**config.mk**
```make
export PLATFORM = sky130hd
export DESIGN_NAME = equalizer_cmul_combine
export DESIGN_NICKNAME = d
export VERILOG_FILES = /design/src/rtl/eq_pkg.sv /design/src/rtl/eq_round_sat.sv /design/src/rtl/equalizer_cmul_combine.sv
export SDC_FILE = /design/constraint.sdc
export NUM_CORES = 1
export LEC_CHECK = 0
export ABC_AREA = 1
export BUFFER_PORTS_ARGS = -buffer_cell sky130_fd_sc_hd__buf_2
export CELL_PAD_IN_SITES_DETAIL_PLACEMENT = 0
export CELL_PAD_IN_SITES_GLOBAL_PLACEMENT = 1
export CORE_UTILIZATION = 26
export DETAILED_ROUTE_END_ITERATION = 8
export PLACE_DENSITY_LB_ADDON = 0.1
export SYNTH_ARGS = -nofsm -noshare
export SYNTH_HDL_FRONTEND = slang
export SYNTH_SLANG_ARGS = --single-unit
```
**constraint.sdc**
```tcl
create_clock -name clk -period 2.6 [get_ports clk]
set_input_delay 0.13 -clock clk [delete_from_list [all_inputs] [get_ports clk]]
set_output_delay 0.13 -clock clk [all_outputs]
set_load 0.01 [all_outputs]
```
**src/rtl/eq_pkg.sv**
```systemverilog
// Shared constants and helpers for the equalizer complex-multiply combine stage.
package eq_pkg;

    // Default datapath geometry.
    localparam int EQ_PROD_W = 28;  // signed multiplier product width
    localparam int EQ_LAT    = 4;   // multiplier latency in ce-enabled cycles
    localparam int EQ_SHIFT  = 12;  // right shift applied after combine
    localparam int EQ_OUT_W  = 16;  // signed output width per component
    localparam int EQ_TAG_W  = 6;   // subcarrier index width
    localparam int SAT_CNT_W = 16;  // saturation event counter width

    // Rounding constant for a given shift: half an output LSB.
    function automatic longint f_rnd(input int shift);
        return 64'sd1 <<< (shift - 1);
    endfunction

    // Largest value representable in a signed word of the given width.
    function automatic longint f_out_max(input int w);
        return (64'sd1 <<< (w - 1)) - 64'sd1;
    endfunction

    // Smallest value representable in a signed word of the given width.
    function automatic longint f_out_min(input int w);
        return -(64'sd1 <<< (w - 1));
    endfunction

    // Values for the default geometry.
    localparam longint RND     = f_rnd(EQ_SHIFT);
    localparam longint OUT_MAX = f_out_max(EQ_OUT_W);
    localparam longint OUT_MIN = f_out_min(EQ_OUT_W);

endpackage

```
**src/rtl/eq_round_sat.sv**
```systemverilog
// Combinational round-half-up, arithmetic right shift and saturation of one
// signed component, with a flag raised whenever the value had to be clipped.
module eq_round_sat
    import eq_pkg::*;
#(
    parameter int IN_W  = EQ_PROD_W + 1,
    parameter int SHIFT = EQ_SHIFT,
    parameter int OUT_W = EQ_OUT_W
) (
    input  logic signed [IN_W-1:0]  i_val,
    output logic signed [OUT_W-1:0] o_val,
    output logic                    o_clip
);

    // One guard bit so adding the rounding constant to the most positive
    // input cannot wrap.
    localparam int EXT_W = IN_W + 1;

    localparam logic signed [EXT_W-1:0] L_RND = EXT_W'(f_rnd(SHIFT));
    localparam logic signed [EXT_W-1:0] L_MAX = EXT_W'(f_out_max(OUT_W));
    localparam logic signed [EXT_W-1:0] L_MIN = EXT_W'(f_out_min(OUT_W));

    logic signed [EXT_W-1:0] w_sum;
    logic signed [EXT_W-1:0] w_shr;

    assign w_sum = {i_val[IN_W-1], i_val} + L_RND;
    assign w_shr = w_sum >>> SHIFT;

    // Clamp the shifted value into the output range and flag any clipping.
    always_comb begin
        // NOTE: every output gets a default first so no path can infer a latch.
        o_val  = w_shr[OUT_W-1:0];
        o_clip = 1'b0;
        if (w_shr > L_MAX) begin
            o_val  = L_MAX[OUT_W-1:0];
            o_clip = 1'b1;
        end else if (w_shr < L_MIN) begin
            o_val  = L_MIN[OUT_W-1:0];
            o_clip = 1'b1;
        end
    end

endmodule

```
**src/rtl/equalizer_cmul_combine.sv**
```systemverilog
// Combines the four partial products of the equalizer multipliers into one
// complex sample, rounds/saturates it, and streams it to the demapper. The
// block owns the multipliers' ce so the whole pipe stalls as one unit.
module equalizer_cmul_combine
    import eq_pkg::*;
#(
    parameter int PROD_W = EQ_PROD_W,
    parameter int LAT    = EQ_LAT,
    parameter int SHIFT  = EQ_SHIFT,
    parameter int OUT_W  = EQ_OUT_W,
    parameter int TAG_W  = EQ_TAG_W
) (
    input  logic                     clk,
    input  logic                     reset_n,
    input  logic                     in_valid,
    output logic                     in_ready,
    input  logic [TAG_W-1:0]         in_tag,
    input  logic                     in_last,
    output logic                     mul_ce,
    input  logic signed [PROD_W-1:0] mul_rr,
    input  logic signed [PROD_W-1:0] mul_ii,
    input  logic signed [PROD_W-1:0] mul_ri,
    input  logic signed [PROD_W-1:0] mul_ir,
    output logic                     out_valid,
    input  logic                     out_ready,
    output logic signed [OUT_W-1:0]  out_re,
    output logic signed [OUT_W-1:0]  out_im,
    output logic [TAG_W-1:0]         out_tag,
    output logic                     out_last,
    input  logic                     sat_clr,
    output logic [SAT_CNT_W-1:0]     sat_cnt
);

    localparam logic [SAT_CNT_W-1:0] SAT_CNT_MAX = '1;

    logic                     w_adv;
    logic                     w_load;
    logic signed [PROD_W:0]   w_re_full;
    logic signed [PROD_W:0]   w_im_full;
    logic signed [OUT_W-1:0]  w_re_sat;
    logic signed [OUT_W-1:0]  w_im_sat;
    logic                     w_re_clip;
    logic                     w_im_clip;

    logic [LAT-1:0]           r_vld_sr;
    logic [TAG_W-1:0]         r_tag_sr [LAT];
    logic [LAT-1:0]           r_last_sr;
    logic                     r_out_valid;
    logic signed [OUT_W-1:0]  r_out_re;
    logic signed [OUT_W-1:0]  r_out_im;
    logic [TAG_W-1:0]         r_out_tag;
    logic                     r_out_last;
    logic [SAT_CNT_W-1:0]     r_sat_cnt;

    // The pipe advances whenever the output slot is empty or being drained;
    // the same enable freezes the multipliers so products stay aligned with
    // the valid/tag pipe during a stall.
    assign w_adv    = !r_out_valid || out_ready;
    assign mul_ce   = w_adv;
    assign in_ready = w_adv;
    assign w_load   = w_adv && r_vld_sr[LAT-1];

    // Full-width complex combine; one extra bit absorbs the sum/difference growth.
    assign w_re_full = (PROD_W+1)'(mul_rr) - (PROD_W+1)'(mul_ii);
    assign w_im_full = (PROD_W+1)'(mul_ri) + (PROD_W+1)'(mul_ir);

    eq_round_sat #(
        .IN_W  (PROD_W + 1),
        .SHIFT (SHIFT),
        .OUT_W (OUT_W)
    ) u_round_sat_re (
        .i_val  (w_re_full),
        .o_val  (w_re_sat),
        .o_clip (w_re_clip)
    );

    eq_round_sat #(
        .IN_W  (PROD_W + 1),
        .SHIFT (SHIFT),
        .OUT_W (OUT_W)
    ) u_round_sat_im (
        .i_val  (w_im_full),
        .o_val  (w_im_sat),
        .o_clip (w_im_clip)
    );

    // Valid pipe mirroring the multiplier latency; bubbles shift in as zeros.
    always_ff @(posedge clk or negedge reset_n) begin
        if (!reset_n) begin
            r_vld_sr <= '0;
        end else if (w_adv) begin
            // NOTE: state registers use non-blocking assignment so every stage
            // samples the value from before the edge.
            r_vld_sr <= {r_vld_sr[LAT-2:0], in_valid};
        end
    end

    // Tag/last sideband travelling alongside the valid pipe.
    always_ff @(posedge clk) begin
        // NOTE: no reset here; stale contents are harmless because the valid
        // pipe, which is reset, decides whether they are ever used.
        if (w_adv) begin
            r_tag_sr[0] <= in_tag;
            for (int i = 1; i < LAT; i++) begin
                r_tag_sr[i] <= r_tag_sr[i-1];
            end
            r_last_sr <= {r_last_sr[LAT-2:0], in_last};
        end
    end

    // Output register: loads on advance, holds every field while stalled.
    always_ff @(posedge clk or negedge reset_n) begin
        if (!reset_n) begin
            r_out_valid <= 1'b0;
            r_out_re    <= '0;
            r_out_im    <= '0;
            r_out_tag   <= '0;
            r_out_last  <= 1'b0;
        end else if (w_adv) begin
            r_out_valid <= r_vld_sr[LAT-1];
            if (r_vld_sr[LAT-1]) begin
                r_out_re   <= w_re_sat;
                r_out_im   <= w_im_sat;
                r_out_tag  <= r_tag_sr[LAT-1];
                r_out_last <= r_last_sr[LAT-1];
            end
        end
    end

    // Saturating count of loaded samples that clipped in either component;
    // a clear takes priority over a same-cycle increment.
    always_ff @(posedge clk or negedge reset_n) begin
        if (!reset_n) begin
            r_sat_cnt <= '0;
        end else if (sat_clr) begin
            r_sat_cnt <= '0;
        end else if (w_load && (w_re_clip || w_im_clip) && (r_sat_cnt != SAT_CNT_MAX)) begin
            r_sat_cnt <= r_sat_cnt + 1'b1;
        end
    end

    assign out_valid = r_out_valid;
    assign out_re    = r_out_re;
    assign out_im    = r_out_im;
    assign out_tag   = r_out_tag;
    assign out_last  = r_out_last;
    assign sat_cnt   = r_sat_cnt;

endmodule

```
# Word-level counts from Yosys, hierarchy flattened
# Memories as Yosys holds them, arrays and structs flattened. A register that Yosys moved wholly into a read port is not among the register bits.
# Cells that the tools add are included.
# W data, S select, Z words.
[word_totals] latchBits=0 word_cells=39 in_bits=124 rom_bits=0 ff_bits=58 memories=1 ramBits=24
[mem_list] memory="r_tag_sr" words=4 width=6 rd=4 rd_clocked_by_memory_dff=1 write_ports=4 line_no="equalizer_cmul_combine.sv:46" text="logic [TAG_W-1:0] r_tag_sr [LAT];"
[classes] order_cmp=4 n_reduce_logical=9 bitwise_logic=0 mul=0 n_mux=12 div_mod_pow=0 eq_ne=1 n_addsub=5 shifts=0
[op_table] cell="$mux W16" count=6
[op_table] cell="$add A29 B13 Y30 const B" count=2
[op_table] cell="$gt A18 B16 Y1 const B" count=2
[op_table] cell="$lt A18 B16 Y1 const B" count=2
[op_table] cell="$add A28 B28 Y29" count=1
[op_table] cell="$sub A28 B28 Y29" count=1
[op_table] cell="$add A16 B1 Y16 const B" count=1
[op_table] cell="$ne A16 B16 Y1 const B" count=1
[op_table] cell="$mux W1" count=6
[op_table] cell="$logic_and A1 B1 Y1" count=3
[op_table] cell="$logic_not A1 Y1" count=2
[op_table] cell="$logic_or A1 B1 Y1" count=2
[op_table] cell="$reduce_and A2 Y1" count=1
[op_table] cell="$reduce_bool A2 Y1" count=1

# Logic depth before layout (Yosys ltp)
# Gate-level depths: netlist of run 1.
[logic_depth] word_depth=10 mapped_depth=22 depth_no_buf=21

# Hierarchy
# From an unflattened synthesis of run 1, not the netlist that was laid out.
[hier_totals] hier_cells=1515 area_unflattened_um2=9085.0
[modules_own_cells] module="equalizer_cmul_combine" cells_each=1269 n_inst=1 area_each_um2=7781.2
[modules_own_cells] module="eq_round_sat" cells_each=123 n_inst=2 area_each_um2=651.9

# Least setup slack after synthesis of run 1
# Ideal clock, no wire load.
[synth_path] kind="input -> register" from="input mul_ii[16]" to="register r_out_re[11] (netlist: out_re[11])" setup_slack_ns=0.362 setup_ns=0.121 t_arrival_ns=2.116 stages=14 n_path_buf=1 path_cell_list="inv_1 > ha_1 > ha_1 > nand2_1 > inv_1 > a21oi_1 > o21ai_0 > a21oi_2 > nand2_1 > nand2_1 > nand2_1 > a21oi_1 > buf_4 > a21oi_1"
[synth_between] elab_chain_len=5 elab_cells_between_ends=6
[synth_rtl] element="start, declared" line_no="equalizer_cmul_combine.sv:21" text="input logic signed [PROD_W-1:0] mul_ii,"
[synth_rtl] element="$sub A28 B28 Y29 *" line_no="equalizer_cmul_combine.sv:64" text="assign w_re_full = (PROD_W+1)'(mul_rr) - (PROD_W+1)'(mul_ii);"
[synth_rtl] element="$add A29 B13 Y30 *" line_no="eq_round_sat.sv:26" text="assign w_sum = {i_val[IN_W-1], i_val} + L_RND;"
[synth_rtl] element="$lt A18 B16 Y1" line_no="eq_round_sat.sv:37" text="end else if (w_shr < L_MIN) begin"
[synth_rtl] element="$mux W16" line_no="eq_round_sat.sv:37"
[synth_rtl] element="$mux W16 *" line_no="eq_round_sat.sv:34" text="if (w_shr > L_MAX) begin"
[synth_rtl] element="end signal, assigned" line_no="equalizer_cmul_combine.sv:122" text="r_out_re <= w_re_sat;"
[synth_rtl] element="end, declared" line_no="equalizer_cmul_combine.sv:49" text="logic signed [OUT_W-1:0] r_out_re;"
# Mark *: on every way between the ends. The rest lies on a longest branch, timed or not.
# A chain may end at the register's enable or synchronous reset.

# Worst setup path in the final report of run 1
[layout_path] from="input mul_ri[17]" to="register r_sat_cnt[9] (netlist: sat_cnt[9])"
[layout_between] elab_chain_len=9 elab_cells_between_ends=10
[layout_rtl] element="start, declared" line_no="equalizer_cmul_combine.sv:22" text="input logic signed [PROD_W-1:0] mul_ri,"
[layout_rtl] element="$add A28 B28 Y29 *" line_no="equalizer_cmul_combine.sv:65" text="assign w_im_full = (PROD_W+1)'(mul_ri) + (PROD_W+1)'(mul_ir);"
[layout_rtl] element="$add A29 B13 Y30 *" line_no="eq_round_sat.sv:26"
[layout_rtl] element="$lt A18 B16 Y1" line_no="eq_round_sat.sv:37"
[layout_rtl] element="$mux W1" line_no="eq_round_sat.sv:37"
[layout_rtl] element="$mux W1 *" line_no="eq_round_sat.sv:34"
[layout_rtl] element="$logic_or A1 B1 Y1 *" line_no="equalizer_cmul_combine.sv:137" text="end else if (w_load && (w_re_clip || w_im_clip) && (r_sat_cnt != SAT_CNT_MAX)) begin"
[layout_rtl] element="$logic_and A1 B1 Y1 * (2 in a row)" line_no="equalizer_cmul_combine.sv:137"
[layout_rtl] element="$reduce_bool A2 Y1 (no source line) *"
[layout_rtl] element="end signal, assigned" line_no="equalizer_cmul_combine.sv:138" text="r_sat_cnt <= r_sat_cnt + 1'b1;"
[layout_rtl] element="end, declared" line_no="equalizer_cmul_combine.sv:53" text="logic [SAT_CNT_W-1:0] r_sat_cnt;"
# Marks and branches as above.

==> results by group, run 1 <==
Drt
  • Antenna-violating nets left: 0
  • First-iteration detailed-routing DRC count: 294
  • Vias per cell: 4.33
  • First-pass DRT Iterations: 4
  • DR WL/cell: 13.1 um
  • Final wirelength: 22.4 mm
  • DRC: 0
  • Via count: 7,406

Logic synthesis
  • Largest family of logic cells by synthesized area: simple AND/OR/NAND/NOR gates
  • Synth warn: 0
  • Synth Area in Adders: 0.177
  • Simple-gate share of the synthesized area: 0.297
  • Mux cell area share after synthesis: 0
  • Synthesis-stage register bit count: 88
  • Post-synth EDFFs: 28
  • Post-synth ARST share: 0.682
  • Complex-gate fraction of the synthesized area: 0.0910
  • Mapped Area: 7700 um2
  • Syn_area_per_cell: 7.16 um2
  • Library cells used by synthesis: 37
  • Syn Nets: 1,309
  • Area share of xor/xnor cells in the synthesized design: 0.0444
  • Seq/Total Area, Yosys: 0.304
  • Dominant synthesized flop cell: dfrtp_1
  • Cells after synthesis: 1,076

Setup path
  • Top delay family on crit path: simple AND/OR/NAND/NOR gates
  • Crit path DAT: 2.56 ns
  • Most frequent cell on the critical path: nand2_1
  • Req. time, crit path: 2.88 ns
  • R2R cell count: 9
  • CP peak stage delay: 0.35 ns
  • FF-to-FF End: sat_cnt[4]
  • Crit path from: mul_ri[17]
  • Worst R2R Setup Slack: 0.45 ns
  • Slowest CP cell: ha_1
  • Critical path peak fanout: 16
  • Buf/Inv on CP: 3
  • CP endpoint kind: flop
  • Critical R2R Launch: sat_cnt[1]
  • Critical path type: primary input to flop
  • Number of cells on the critical path: 18
  • Crit start category: primary input
  • CP cell instances: buf_2, ha_1, ha_1, nand2_1, inv_1, a21oi_1, nand2_1, a21oi_1, nand2_1, nand2_1, nand2_1, nand2_1, nand2_1, nand2_2, inv_2, nand2_4, nand4_1, nand2_1

Floorplanning
  • Num ports: 182
  • Core area: 28,900 um2
  • Die area: 30,300 um2
  • Row count: 62
  • Die height: 174 um
  • Die X: 174 um
  • Initial Util: 0.266

CTS
  • CTS tree: built
  • # clock sinks: 88
  • CTS Buffer Depth: 2
  • Skew-Pair Late Insertion Delay: 0.35 ns
  • H-Tree Depth: 3
  • Root buffer cell: clkbuf_16
  • Total CTS buffers: 9
  • Worst-path clk slew: 0.07 ns
  • Post CTS Setup Buffer Count: 0

Timing
  • Crit path time final: 2.28 ns
  • RSZ-0062 raised after global routing: no
  • Fmax: 0.440 GHz
  • Worst-Margin Slew: 0.997 ns
  • Final setup violation count: 0
  • Fin crit share: 0.875
  • Slew HR: 0.335
  • Fin. max-slew vios: 0
  • Final Hold Fails: 0
  • Final Skew: 0.00825 ns
  • PnR worst setup slack: 0.325 ns

GRT
  • Vias in the first global route: 7,413
  • Remaining Overflow, GRT: 0
  • Initial antenna violation count: 0
  • Total track usage: 0.151
  • First-pass GRT wire length: 36.7 mm
  • Largest net degree at the start of global routing: 39

Place
  • Port bufs: 181
  • GP Congestion: 0.803
  • Dpl cells: 1,684
  • Setup WS pre-CTS: -0.0338 ns
  • DP Wirelength: 18.7 mm

Outcome
  • Outcome: completed

Min path
  • HP Class: primary input to flop
  • Hold path cells: 4
  • Min-Delay Endpoint: r_vld_sr[2]
  • Hold Crit Start: out_ready

Pwr
  • VDD IR max: 0.000276 V
  • Static Leakage: 5.53 nW
  • PD cells: 650 nW/um2
  • Total Power: 0.00642 W

Final layout
  • Share of post-route cells with drive strength above 1: 0.220
  • Fin nets: 1,553
  • Inserted Diodes: 0
  • Most frequent cells in the layout: 328 x nand2_1, 181 x buf_2, 151 x inv_1
  • Non-Filler Instances: 1,709
  • Area delta synth->final: 28.3%
  • Commonest non-fill, non-tap cell in the layout: nand2_1

Run
  • Max-Cap Viols: 0
==> final cells by class <==
| type | count | area (um2) |
|---|---|---|
| Inverter | 153 | 574 |
| Timing Repair Buffer | 250 | 1480 |
| Fill cell | 3222 | 19100 |
| Tap cell | 384 | 480 |
| Clock buffer | 9 | 225 |
| Clock inverter | 7 | 71.3 |
| Multi-Input combinational cell | 818 | 4700 |
| Sequential cell | 88 | 2340 |
==> cells in the mapped netlist, drive strengths merged, types with 2 or more instances <==
cell type / instances / area share
a21o: 4 / 0.0039
a21oi: 84 / 0.057
a31o: 3 / 0.0034
a31oi: 2 / 0.0016
and3: 2 / 0.0016
buf: 10 / 0.0086
clkbuf: 7 / 0.0034
dfrtp: 60 / 0.19
edfxtp: 28 / 0.11
ha: 109 / 0.18
inv: 153 / 0.075
nand2: 342 / 0.17
nand3: 56 / 0.039
nand4: 18 / 0.015
nor2: 108 / 0.053
nor3: 13 / 0.0097
o21ai: 22 / 0.016
o21bai: 8 / 0.0078
or2: 3 / 0.0024
xnor2: 10 / 0.011
xor2: 29 / 0.033
==> flip-flops by register name, summed over array words and instances, names as in the netlist, 4 cells and up <==
name and flops:
r_last_sr 4, out_im 16, out_re 16, out_tag 6, r_vld_sr 4, r_tag_sr 24
sat_cnt 16
==> worst max-delay path by stage <==
stage / endpoint / slack (ns)
floorplan: out_re[11] / 0.36
global placement: sat_cnt[6] / -0.03
detailed placement: sat_cnt[6] / -0.03
CTS: sat_cnt[2] / 0.33
global route: sat_cnt[13] / 0.02
finish: sat_cnt[9] / 0.32
==> per-layer routing <==
| layer | vias to the layer above | wire length (um) | track usage |
|---|---|---|---|
| met5 | - | 0 | 0 |
| met4 | 0 | 299 | 0.0344 |
| met3 | 16 | 634 | 0.0190 |
| met2 | 133 | 10700 | 0.263 |
| met1 | 3305 | 10800 | 0.197 |
| li1 | 3952 | - | - |
==> repair_timing <==
| item | 4_1_cts | 5_1_grt |
|---|---|---|
| hold buffers | 9 | 0 |
| gates resized for setup | 0 | 0 |
| endpoints found under the hold margin | 30 | 0 |
==> cells by family (layout without fill, tap and decap cells) <==
family,count (synthesis),count (layout)
and+or+nand+nor,545,545
buffers and inverters,170,419
AOI/OAI and AO/OA,125,125
adders and majority gates,109,109
DFF,88,88
xor gates and xnor gates,39,39
==> where the power goes <==
part | leakage (nW) | switching [W] | internal, W | total, W
Clock | 0.139 | 0.000629 | 0.000677 | 0.00131
Sequential | 1.01 | 0.000222 | 0.00196 | 0.00218
Combinational | 4.38 | 0.00177 | 0.00116 | 0.00293
Total | 5.53 | 0.00262 | 0.00380 | 0.00642
==> worst register-to-register path, stage by stage (launching register included) <==
cell and delay (ns):
dfrtp_1 0.44, ha_1 0.25, nand2_1 0.09, nor3_1 0.23
nand2_1 0.09, nor3_1 0.23, a21oi_1 0.27, buf_4 0.26
nand4_1 0.10, nand2_1 0.08
==> metrics by stage <==
stage               area [um2]  hold slack (ns)   util  setup TNS (ns)
global placement          9490            0.306  0.328          -0.535
finish                    9880            0.120  0.341               0
global route              9880            0.141  0.341               0
detailed placement        9490            0.308  0.328          -0.396
floorplan                 7700           -0.166      -               0
CTS                       9880            0.108  0.341               0
Power figures use the tool's default switching activity.
==> run 2, diff against run 1 <==
--- a/config.mk
+++ b/config.mk
@@ -9,9 +9,10 @@
 export BUFFER_PORTS_ARGS = -buffer_cell sky130_fd_sc_hd__buf_2
 export CELL_PAD_IN_SITES_DETAIL_PLACEMENT = 0
 export CELL_PAD_IN_SITES_GLOBAL_PLACEMENT = 1
-export CORE_UTILIZATION = 26
+export CORE_UTILIZATION = 39
 export DETAILED_ROUTE_END_ITERATION = 8
-export PLACE_DENSITY_LB_ADDON = 0.1
+export PLACE_DENSITY = 0.89
+export RECOVER_POWER = 50
 export SYNTH_ARGS = -nofsm -noshare
 export SYNTH_HDL_FRONTEND = slang
 export SYNTH_SLANG_ARGS = --single-unit
==> results by group, run 2 (synthesis gave the netlist of run 1 again) <==
Final layout
  • Share of post-route cells with drive strength above 1: 0.164 (-0.0563)
  • Fillers: 2,054 (-36%)
  • Biggest register: r_tag_sr
  • Fin nets: 1,520 (-2.1%)
  • Design area: 9400 um2 (-4.8%)
  • Area delta synth->final: 22.1%
  • Most frequent cells in the layout: 328 x nand2_1, 151 x inv_1, 135 x buf_2
  • Commonest non-fill, non-tap cell in the layout: nand2_1
  • Number of flip-flops in the largest register: 24 (unchanged)
  • Inserted Diodes: 0 (unchanged)
  • Layout Utilization: 0.485 (+0.143)

Setup path
  • Critical path type: primary input to flop
  • Worst R2R Setup Slack: 0.60 ns (+0.15 ns)
  • Crit start category: primary input
  • Critical path peak fanout: 16 (unchanged)
  • CP peak stage delay: 0.37 ns (+0.02 ns)
  • Crit path DAT: 2.53 ns (-0.03 ns)
  • FF-to-FF End: sat_cnt[4]
  • Buf/Inv on CP: 2 (-1)
  • Top delay family on crit path: simple AND/OR/NAND/NOR gates
  • Critical R2R Launch: sat_cnt[0]
  • Slowest CP cell: ha_1
  • Req. time, crit path: 2.88 ns (about the same)
  • R2R cell count: 9 (unchanged)
  • Most frequent cell on the critical path: nand2_1
  • CP endpoint kind: flop
  • CP cell instances: buf_2, ha_1, ha_1, nand2_1, nor2_1, nand2_1, nor2_1, nand2_1, nand2_1, nand2_1, nand2_1, nand2_1, nand2_1, nand2_4, o21ai_4, buf_12, nand3_1, nand2_1

Pwr
  • Seq pwr share: 0.356 (+0.016)
  • Clk pwr share: 0.212 (+0.009)
  • Int Power: 0.00364 W (-4.1%)
  • Psw: 0.00255 W (-2.9%)
  • Static Leakage: 5.24 nW (-5.2%)
  • Total Power: 0.00619 W (-3.6%)
  • Logic pwr share: 0.431 (-0.026)
  • VDD IR max: 0.000619 V (+120%)
  • PD cells: 658 nW/um2 (+1.2%)
  • Net Sw Frac: 0.411 (+0.00310)

Floorplanning
  • Core area: 19,400 um2 (-33%)
  • Die area: 20,300 um2 (-33%)
  • Row count: 51 (-18%)
  • Num ports: 182 (unchanged)
  • Die height: 143 um (-18%)
  • Initial Util: 0.397 (+0.131)
  • Die X: 143 um (-18%)

CTS
  • Total CTS buffers: 9 (unchanged)
  • # clock sinks: 88 (unchanged)
  • Worst-path clk slew: 0.07 ns (about the same)
  • H-Tree Depth: 3 (unchanged)
  • Skew-Pair Late Insertion Delay: 0.34 ns (about the same)
  • CTS tree: built
  • Root buffer cell: clkbuf_16
  • CTS Buffer Depth: 2 (unchanged)

Place
  • Post-DP Area: 9080 um2 (-4.4%)
  • DP Wirelength: 15.4 mm (-18%)
  • GP Congestion: 0.883 (+10%)
  • Setup WS pre-CTS: -0.00783 ns (+0.0260 ns)
  • Port bufs: 181 (unchanged)

GRT
  • First-pass GRT wire length: 31.7 mm (-14%)
  • Vias in the first global route: 7,095 (-4.3%)
  • Remaining Overflow, GRT: 0 (unchanged)
  • Largest net degree at the start of global routing: 38 (-2.6%)
  • Total track usage: 0.194 (+0.0435)
  • Initial antenna violation count: 0 (unchanged)

Min path
  • Min-Delay Endpoint: r_vld_sr[2]
  • Hold Crit Start: out_ready
  • Hold path cells: 4 (unchanged)
  • HP Class: primary input to flop

Timing
  • Final Hold Fails: 0 (unchanged)
  • Fin Setup TNS: 0 ns (unchanged)
  • Final setup violation count: 0 (unchanged)
  • Fin crit share: 0.866 (-0.00914)
  • Worst-Margin Slew: 1.17 ns (+0.171 ns)
  • Final Skew: 0.00702 ns (-0.00123 ns)
  • Fin. max-slew vios: 0 (unchanged)
  • Slew HR: 0.221 (-0.115)
  • Crit path time final: 2.25 ns (-0.0238 ns)
  • PnR worst setup slack: 0.349 ns (+0.0238 ns)
  • RSZ-0062 raised after global routing: no
  • Fmax: 0.444 GHz (+1.1%)

Drt
  • DRC: 0 (unchanged)
  • Final wirelength: 18.9 mm (-15%)
  • DR WL met2: 9.01 mm (-15%)
  • Antenna-violating nets left: 0 (unchanged)
  • Via count: 7,305 (-1.4%)
  • WL met3: 808 um (+27%)
  • Vias per cell: 4.69 (+8.3%)
  • DR top layer: met4
  • First-iteration detailed-routing DRC count: 266 (-9.5%)
  • First-pass DRT Iterations: 5 (+1)
  • DR WL/cell: 12.1 um (-7.2%)
  • DRT met1 WL: 8.77 mm (-19%)

Run
  • Max-Cap Viols: 0 (unchanged)

Outcome
  • Outcome: completed
[run 2: changes by cell type in the layout (fill, tap and decap cells not counted), sizes merged]
| cell | delta |
|---|---|
| buf | -81 |
| clkbuf | +48 |
| inv | +3 |
| clkinvlp | -2 |
| clkinv | -1 |
[run 2: power by group through the flow]
| stage | Sequential (W) | Clock, W | Combinational [W] |
|---|---|---|---|
| floorplan | 0.00233 | 0 | 0.00160 |
| global placement | 0.00222 | 0 | 0.00274 |
| detailed placement | 0.00222 | 0 | 0.00277 |
| CTS | 0.00220 | 0.00135 | 0.00279 |
| global route | 0.00226 | 0.00140 | 0.00306 |
| finish | 0.00221 | 0.00131 | 0.00267 |
[run 2: routing by layer]
| metal | vias up | GRT usage |
|---|---|---|
| li1 | 3886 | - |
| met1 | 3219 | 0.242 |
| met2 | 182 | 0.350 |
| met3 | 18 | 0.0242 |
| met4 | 0 | 0.0521 |
| met5 | - | 0 |
[run 2: metrics by stage]
| stage | hold WS (ns) | instances |
|---|---|---|
| finish | 0.107 | 1557 |
| global route | 0.136 | 1557 |
| CTS | 0.0946 | 1557 |
| detailed placement | 0.0864 | 1532 |
| global placement | 0.0685 | 1532 |
| floorplan | -0.166 | 1076 |
[run 2: how the worst max path moves through the flow]
stage	endpoint	cells after the start	start	slack, ns
final	sat_cnt[4]	18	mul_rr[12]	0.35
after global routing	sat_cnt[10]	18	mul_rr[15]	0.007
after CTS	sat_cnt[4]	17	mul_rr[15]	0.35
after detailed placement	sat_cnt[4]	17	mul_rr[15]	-0.008
after global placement	sat_cnt[5]	17	mul_rr[15]	0.03
after floorplan	out_re[11]	14	mul_ii[16]	0.36
[run 2: repair_timing]
item                                    4_1_cts  5_1_grt
hold endpoints to repair                     22        0
gates resized for setup                       0        0
hold buffers                                  9        0
setup buffers                                 0        0
endpoints found under the setup margin        0        0
[run 2: worst register-to-register path: stages, from the launching register on]
cell and delay [ns]:
dfrtp_1 0.44, ha_1 0.25, nand2_1 0.09, nor3_1 0.31, nand2_1 0.10, nor3_1 0.15, a21oi_1 0.14, buf_4 0.23
nand4_1 0.11, nand2_1 0.08
[run 2: layout make-up]
type                    instances  area [um2]  share of cell area
inverters                     153         574              0.0611
repair buffers                217        1160               0.123
multi-input cells             818        4690               0.499
well taps                     265         332              0.0353
clock inverters                 7        73.8             0.00785
flip-flops and latches         88        2340               0.249
clock buffers                   9         225              0.0240
==> run 3, diff against run 2 <==
--- a/config.mk
+++ b/config.mk
@@ -12,7 +12,6 @@
 export CORE_UTILIZATION = 39
 export DETAILED_ROUTE_END_ITERATION = 8
 export PLACE_DENSITY = 0.89
-export RECOVER_POWER = 50
 export SYNTH_ARGS = -nofsm -noshare
 export SYNTH_HDL_FRONTEND = slang
 export SYNTH_SLANG_ARGS = --single-unit
==> results by group, run 3 (synthesis gave the netlist of run 1 again) <==
Final layout
  • Inserted Diodes: 0 (unchanged)
  • Number of flip-flops in the largest register: 24 (unchanged)
  • Design area: 9470 um2 (+0.68%)
  • Fin nets: 1,520 (unchanged)
  • Most frequent cells in the layout: 328 x nand2_1, 181 x buf_2, 151 x inv_1
  • Register area: 2340 um2 (unchanged)
  • Fillers: 2,033 (-1.0%)
  • Biggest register: r_tag_sr
  • Multi-input logic area: 4690 um2 (unchanged)
  • Share of post-route cells with drive strength above 1: 0.200 (+0.0364)
  • Area delta synth->final: 22.9%
  • Commonest non-fill, non-tap cell in the layout: nand2_1

Pwr
  • PD cells: 662 nW/um2 (+0.50%)
  • Static Leakage: 5.37 nW (+2.5%)
  • VDD IR max: 0.000620 V (+0.11%)

Timing
  • Final Hold Fails: 0 (unchanged)
  • RSZ-0062 raised after global routing: no
  • Worst-Margin Slew: 1.16 ns (-0.00360 ns)
  • Fin. max-slew vios: 0 (unchanged)
  • Final setup violation count: 0 (unchanged)
  • PnR worst setup slack: 0.349 ns (+0.000188 ns)
  • Fin crit share: 0.866 (about the same)
  • Fmax: 0.444 GHz (about the same)
  • Final Skew: 0.00685 ns (-0.000176 ns)
  • Crit path time final: 2.25 ns (-0.000188 ns)
  • Slew HR: 0.223 (+0.00241)

Setup path
  • Crit path DAT: 2.53 ns (about the same)
  • Crit start category: primary input
  • Critical path type: primary input to flop
  • CP endpoint kind: flop
  • Critical path peak fanout: 16 (unchanged)
  • Req. time, crit path: 2.88 ns (about the same)

CTS
  • H-Tree Depth: 3 (unchanged)
  • CTS tree: built
  • Root buffer cell: clkbuf_16
  • Total CTS buffers: 9 (unchanged)
  • CTS Buffer Depth: 2 (unchanged)
  • # clock sinks: 88 (unchanged)
  • Skew-Pair Late Insertion Delay: 0.34 ns (about the same)
  • Worst-path clk slew: 0.07 ns (about the same)

Drt
  • First-iteration detailed-routing DRC count: 262 (-1.5%)
  • Vias per cell: 4.69 (about the same)
  • DRC: 0 (unchanged)
  • First-pass DRT Iterations: 5 (unchanged)
  • Via count: 7,310 (+0.068%)
  • DR WL/cell: 12.1 um (-0.24%)
  • Final wirelength: 18.9 mm (-0.24%)
  • Antenna-violating nets left: 0 (unchanged)

Outcome
  • Outcome: completed

Floorplanning
  • Die X: 143 um (unchanged)
  • Num ports: 182 (unchanged)
  • Die height: 143 um (unchanged)
  • Row count: 51 (unchanged)
  • Core area: 19,400 um2 (unchanged)
  • Initial Util: 0.397 (unchanged)
  • Die area: 20,300 um2 (unchanged)

GRT
  • First-pass GRT wire length: 31.7 mm (unchanged)
  • Initial antenna violation count: 0 (unchanged)
  • Total track usage: 0.194 (unchanged)
  • Vias in the first global route: 7,095 (unchanged)
  • Remaining Overflow, GRT: 0 (unchanged)
  • Largest net degree at the start of global routing: 38 (unchanged)

Place
  • GP Congestion: 0.883 (unchanged)
  • Post-DP Area: 9080 um2 (unchanged)
  • Port bufs: 181 (unchanged)
  • Setup WS pre-CTS: -0.00783 ns (unchanged)
  • DP Wirelength: 15.4 mm (unchanged)

Run
  • Max-Cap Viols: 0 (unchanged)

Min path
  • HP Class: primary input to flop
## run 3: cell count changes in the layout (fill, tap and decap cells not counted)
cell,change
buf_4,+2
clkbuf_1,-47
buf_2,+46
clkbuf_2,-1
## run 3: metrics by stage
stage / power [W] / TNS (ns) / util / instances / hold WS (ns)
floorplan: 0.00393 / 0 / - / 1076 / -0.166
global placement: 0.00495 / 0 / 0.468 / 1532 / 0.0685
detailed placement: 0.00499 / -0.00783 / 0.468 / 1532 / 0.0864
CTS: 0.00634 / 0 / 0.488 / 1557 / 0.0946
global route: 0.00679 / 0 / 0.488 / 1557 / 0.136
finish: 0.00626 / 0 / 0.488 / 1557 / 0.107
## run 3: critical path: stages
cell,delay [ns]
buf_2,0.10
ha_1,0.31
ha_1,0.36
nand2_1,0.12
inv_1,0.05
a21oi_1,0.18
o21ai_0,0.16
a21oi_2,0.21
nand2_1,0.09
nand2_1,0.06
nand2_1,0.07
nand2_1,0.11
nand2_4,0.07
o21ai_4,0.17
buf_12,0.16
nand3_1,0.07
nand2_1,0.11
## run 3: cell type report
cell class	instances	share of cell area
Inverter	153	0.0607
Timing Repair Buffer	217	0.129
Tap cell	265	0.0350
Clock inverter	7	0.00780
Multi-Input combinational cell	818	0.496
Sequential cell	88	0.247
Clock buffer	9	0.0238
## run 3: report_power, final
| part | switching (W) | total [W] | internal [W] | leakage [nW] |
|---|---|---|---|---|
| Combinational | 0.00168 | 0.00275 | 0.00107 | 4.22 |
| Clock | 0.000625 | 0.00131 | 0.000689 | 0.150 |
| Sequential | 0.000231 | 0.00220 | 0.00197 | 1.01 |
## run 3: repair_timing
action                                 4_1_cts  5_1_grt
resized for setup                            0        0
hold buffers                                 9        0
endpoints found under the hold margin       22        0
setup buffers                                0        0
## run 3: layer usage
layer / GRT usage / share of wire / vias to the layer above
li1: - / - / 3886
met3: 0.0242 / 0.046 / 18
met2: 0.350 / 0.48 / 200
met1: 0.242 / 0.46 / 3206
met5: 0 / 0 / -
met4: 0.0521 / 0.017 / 0
## run 3: final timing paths
| path | start | end | slack [ns] | cells past startpoint |
|---|---|---|---|---|
| max in group asynchronous | reset_n | r_vld_sr[2] | 1.62 | 3 |
| setup reg to reg | sat_cnt[0] | sat_cnt[4] | 0.60 | 9 |
| min in group asynchronous | reset_n | out_re[1] | 0.25 | 2 |
| hold / removal | out_ready | r_vld_sr[2] | 0.11 | 4 |
| setup / recovery | mul_rr[15] | sat_cnt[4] | 0.35 | 17 |
| hold reg to reg | r_tag_sr[0][3] | r_tag_sr[1][3] | 0.41 | 0 |
